File: config.mk
export PLATFORM = sky130hd
export DESIGN_NAME = sign_narrow
export DESIGN_NICKNAME = d
export VERILOG_FILES = /design/src/rtl/sign_narrow.sv
export SDC_FILE = /design/constraint.sdc
export NUM_CORES = 1
export LEC_CHECK = 0
export ABC_AREA = 1
export CAP_MARGIN = 20
export CELL_PAD_IN_SITES_DETAIL_PLACEMENT = 1
export CELL_PAD_IN_SITES_GLOBAL_PLACEMENT = 1
export CORE_ASPECT_RATIO = 1.2
export CORE_MARGIN = 8
export CORE_UTILIZATION = 51
export CTS_BUF_LIST = sky130_fd_sc_hd__clkbuf_8
export DETAILED_ROUTE_END_ITERATION = 8
export DONT_BUFFER_PORTS = 1
export HOLD_SLACK_MARGIN = 0.06
export PLACE_DENSITY_LB_ADDON = 0.1
export SETUP_SLACK_MARGIN = 0.2
export SYNTH_ARGS = -nofsm -noshare
export SYNTH_HDL_FRONTEND = slang
export SYNTH_SLANG_ARGS = --single-unit
File: constraint.sdc
create_clock -name clk_i -period 4.4 [get_ports clk_i]
set_clock_uncertainty 0.05 [all_clocks]
set_input_delay 1.1 -clock clk_i [delete_from_list [all_inputs] [get_ports clk_i]]
set_output_delay 1.1 -clock clk_i [all_outputs]
set_load 0.02 [all_outputs]
File: src/rtl/sign_narrow.sv
// Narrows a 32-bit two's-complement stream to 16 bits behind a valid/ready skid buffer,
// flagging and counting out-of-range words. Define SIGN_NARROW_SATURATE_EN to clamp instead of wrap.
module sign_narrow #(
  parameter int CNT_W = 8
) (
  input  logic             clk_i,
  input  logic             rst_i,
  input  logic             valid_i,
  output logic             ready_o,
  input  logic [31:0]      data_i,
  output logic             valid_o,
  input  logic             ready_i,
  output logic [15:0]      data_o,
  output logic             ovf_o,
  input  logic             cnt_clr_i,
  output logic [CNT_W-1:0] ovf_cnt_o
);

  logic             out_valid_q, out_valid_d;
  logic [15:0]      out_data_q,  out_data_d;
  logic             out_ovf_q,   out_ovf_d;
  logic             skid_valid_q, skid_valid_d;
  logic [15:0]      skid_data_q,  skid_data_d;
  logic             skid_ovf_q,   skid_ovf_d;
  logic [CNT_W-1:0] cnt_q, cnt_d;

  logic        accept;
  logic        deliver;
  logic        in_ovf;
  logic [15:0] in_val;

  // The input fits in 16 bits only when the upper 17 bits are a pure sign extension.
  always_comb begin
    in_ovf = !((&data_i[31:15]) || !(|data_i[31:15]));
`ifdef SIGN_NARROW_SATURATE_EN
    if (in_ovf) begin
      in_val = data_i[31] ? 16'h8000 : 16'h7FFF;
    end else begin
      in_val = data_i[15:0];
    end
`else
    in_val = data_i[15:0];
`endif
  end

  assign accept  = valid_i && ready_o;
  assign deliver = out_valid_q && ready_i;

  always_comb begin
    out_valid_d  = out_valid_q;
    out_data_d   = out_data_q;
    out_ovf_d    = out_ovf_q;
    skid_valid_d = skid_valid_q;
    skid_data_d  = skid_data_q;
    skid_ovf_d   = skid_ovf_q;

    if (!out_valid_q || deliver) begin
      // Output slot frees up: the skid entry is older than anything arriving now.
      if (skid_valid_q) begin
        out_valid_d  = 1'b1;
        out_data_d   = skid_data_q;
        out_ovf_d    = skid_ovf_q;
        skid_valid_d = 1'b0;
      end else if (accept) begin
        out_valid_d = 1'b1;
        out_data_d  = in_val;
        out_ovf_d   = in_ovf;
      end else begin
        out_valid_d = 1'b0;
      end
    end else if (accept) begin
      skid_valid_d = 1'b1;
      skid_data_d  = in_val;
      skid_ovf_d   = in_ovf;
    end
  end

  always_comb begin
    cnt_d = cnt_q;
    if (cnt_clr_i) begin
      cnt_d = '0;
    end else if (deliver && out_ovf_q && (cnt_q != {CNT_W{1'b1}})) begin
      cnt_d = cnt_q + CNT_W'(1);
    end
  end

  always_ff @(posedge clk_i or negedge rst_i) begin
    if (!rst_i) begin
      out_valid_q  <= 1'b0;
      out_data_q   <= '0;
      out_ovf_q    <= 1'b0;
      skid_valid_q <= 1'b0;
      skid_data_q  <= '0;
      skid_ovf_q   <= 1'b0;
      cnt_q        <= '0;
    end else begin
      out_valid_q  <= out_valid_d;
      out_data_q   <= out_data_d;
      out_ovf_q    <= out_ovf_d;
      skid_valid_q <= skid_valid_d;
      skid_data_q  <= skid_data_d;
      skid_ovf_q   <= skid_ovf_d;
      cnt_q        <= cnt_d;
    end
  end

  // ready_o comes straight from a flop, so it never depends on ready_i in the same cycle.
  assign ready_o   = !skid_valid_q;
  assign valid_o   = out_valid_q;
  assign data_o    = out_data_q;
  assign ovf_o     = out_ovf_q;
  assign ovf_cnt_o = cnt_q;

endmodule

==> metrics.md <==
| Metric | Value |
|---|---|
| CP arrival | between 1 and 1.5 ns |
| Top-area cell type share of the netlist area | between 50 and 60% |
| Starting density of the core | about 52% |
| Total track usage | around 16% |
| # Post-CTS Setup Buffers | 0 |
| Grt total ovfl | 0 |
| Sequential share of the synthesized area | between 50% and 60% |
| Total negative setup slack | 0 ns |
| Critical Path Slowest Stage Cell | dfrtp_1 |
| Cells after synthesis | 256 |
| Share of layout cells above drive strength 1 | approximately a tenth |
| Top Layer Used | met4 |
| Top-count cell post-synth | nand2_1 |
| Worst hold stages | 2 |
| Worst hold path type | flop to flop |
| Core area | ~0.0042 mm^2 |
| Die height | roughly 87 um |
| Clock-pin slew on the worst setup and hold paths | around 0.080 ns |
| Clock tree buffer depth | 2 |
| Switching share of power | approximately a third |
| Cell chain of the critical path | inv_2 |
| P_int | ~0.62 mW |
| Routability cong. | approximately 0.73 |
| Min Tclk post-route | ~2.6 ns |
| Worst stage delay on the critical path | about 0.77 ns |
| Hold buffer count at CTS | 0 |
| Final Net Count | around 290 |
| Worst Setup End Kind | output port |
| Worst r2r src | skid_valid_q |
| Final hold violation count | 0 |
| Via density | around 5.2 |
| R2R depth | 6 |
| Global-route wire length before repair | approximately 8300 um |
| Period utilization | 59.3% |
| Worst-skew pair later-pin latency | slightly below 0.3 ns |
| Syn. warnings | 0 |
| Number of DRC markers in iteration 0 | 74 |
| R2R Path End | skid_data_q[1] |
| Die width | between 70 and 80 um |
| Combinational fraction of design power | 13.5% |
| Vias in the first global route | 1754 |
| Antenna diodes | 0 |
| Critical path buffers and inverters | 1 |
| Power Total | 0.921 mW |
| Met1 WL | 2070 um |
| TritonRoute pass-1 iters | 4 |
| Syn avg cell area | 8.40 um^2 |
| Std cell rows | 26 |
| Clock H-tree levels | 2 |
| Pleak | slightly above 1 nW |
| CTS root buf | clkbuf_8 |
| Post-DRT Antenna Nets | 0 |
| Resize count post-CTS | 0 |
| Hold path start | skid_data_q[8] |
| Synth Net Count | 294 |
| Max-slew violation count | 0 |
| I/O pins | 64 |
| Largest net degree at the start of global routing | 45 |
| Initial antenna violation count | 0 |
| Die area | about 0.0066 mm^2 |
| Top_reg_cell synth | dfrtp_1 |
| Top cells by area, synth | dfrtp_1, nand2_1, nor2_1, a31oi_1, nor2_8 |
| Critical Path Source Type | flop |
| Met2 routed WL | between 2000 and 2500 um |
| Top delay family on crit path | flip-flops |
| Clock Power Share | 25.8% |
| Kind of critical path | flop to output port |
| RSZ-0062 raised after global routing | no |
| Filler cells | ~530 |
| Top cells by count, synth | nand2_1, dfrtp_1, nor2_1 |
| Post-synth EDFFs | 0 |
| PwrDens | approximately 420 mW/mm^2 |
| Worst path required time | 3.25 ns |
| Drt drc | 0 |
| Sequential Power Share | 60.7% |
| Crit Path Max Fanout | 20 |
| Hold_ws | ~0.42 ns |
| Cell area after synthesis | about 0.0021 mm^2 |
| Routed WL per cell | 16.1 um |
| Outcome | finished, final reports clean |
| Routed wire length | about 5000 um |
| P&R area growth vs syn | 3.03% |
| Vias | roughly 1.6k |
| Clock sink count | 44 |
| CTS Buf Count | 5 |
| Input/output buffers | 0 |
| CTS tree | yes |
| Netlist cell types | 28 |
| FFs w/ async S/R, synth | 100% |
| Slew HR | around 56% |
| Actual slew at the worst max-slew pin | roughly 0.67 ns |
| Met3 WL | approximately 480 um |
| Dpl hpwl | between 3000 and 4000 um |
| R2R Setup Slk | 2.37 ns |
| Largest area contributor in the netlist | dfrtp_1 |
| Worst vdd ir | between 200 and 250 uV |
| Sw Pwr | just under 0.3 mW |
| Number of max-cap violations | 0 |
| Hold Crit Endpoint | skid_data_q[8] |
| # setup viols final | 0 |
| Highest clock rate | approximately 380 MHz |
| Seq cells post-synth | 44 |
## placed cells by master, fill, tap and decap left out, drive strengths merged
cell type / count
nand3: 11
ha: 1
nor3: 1
dfrtp: 44
or2: 4
xnor2: 1
nor2: 40
clkinv: 1
xor2: 1
o21a: 1
nand2: 105
nand4: 2
inv: 10
a21oi: 3
a31oi: 17
o21ai: 7
clkbuf: 5
## kinds of logic after synthesis
group | Yosys count | synth area share, %
flip-flops | 44 | 51.2
AND/OR/NAND/NOR | 163 | 32.8
adder cells (fa/ha/maj) | 1 | 0.582
AO/OA/AOI/OAI | 28 | 9.02
XOR/XNOR | 2 | 0.815
buffers and inverters | 18 | 5.53
## sequential cells by signal (all words and copies together), names as in the netlist
| name | count |
|---|---|
| data_o | 16 |
| valid_o | 1 |
| skid_data_q | 16 |
| ovf_o | 1 |
| skid_valid_q | 1 |
| ovf_cnt_o | 8 |
| skid_ovf_q | 1 |
## metrics by stage
| stage | setup WS (ns) | instances | util (%) | area (um^2) |
|---|---|---|---|---|
| final | 1.79 | 310 | 53.2 | 2210 |
| after global routing | 1.66 | 310 | 53.2 | 2210 |
| after CTS | 1.80 | 310 | 53.2 | 2210 |
| after detailed placement | 2.13 | 303 | 51.3 | 2140 |
| after global placement | 2.15 | 303 | 51.3 | 2140 |
| after floorplan | 2.39 | 256 | - | 2150 |
## cell type report
type	count	area, um^2	share of cell area [%]
sequential	44	1100	49.7
multi-input combinational	194	930	42.0
tap	56	70.1	3.16
clock buffer	5	68.8	3.11
inverter	9	36.3	1.64
clock inverter	2	8.76	0.395
## power by group through the flow
stage	clock [mW]	sequential (mW)	combinational [mW]
3_5_place_dp	0	0.569	0.127
6_report	0.237	0.559	0.124
2_1_floorplan	0	0.550	0.119
5_1_grt	0.259	0.569	0.146
4_1_cts	0.245	0.561	0.128
3_3_place_gp	0	0.567	0.122
## per-layer routing
| layer | vias to the layer above | global-route usage [%] |
|---|---|---|
| li1 | 811 | - |
| met1 | 768 | 18.1 |
| met2 | 42 | 27.6 |
| met3 | 6 | 6.22 |
| met4 | 0 | 5.78 |
| met5 | - | 0 |
## worst max path at each step
stage / from / end / slack (ns) / depth (start not counted)
floorplan: skid_valid_q / ready_o / 2.39 / 4
global placement: skid_valid_q / ready_o / 2.15 / 1
detailed placement: skid_valid_q / ready_o / 2.13 / 1
CTS: skid_valid_q / ready_o / 1.80 / 1
global route: skid_valid_q / ready_o / 1.66 / 1
finish: skid_valid_q / ready_o / 1.79 / 1
Power figures use the tool's default switching activity.
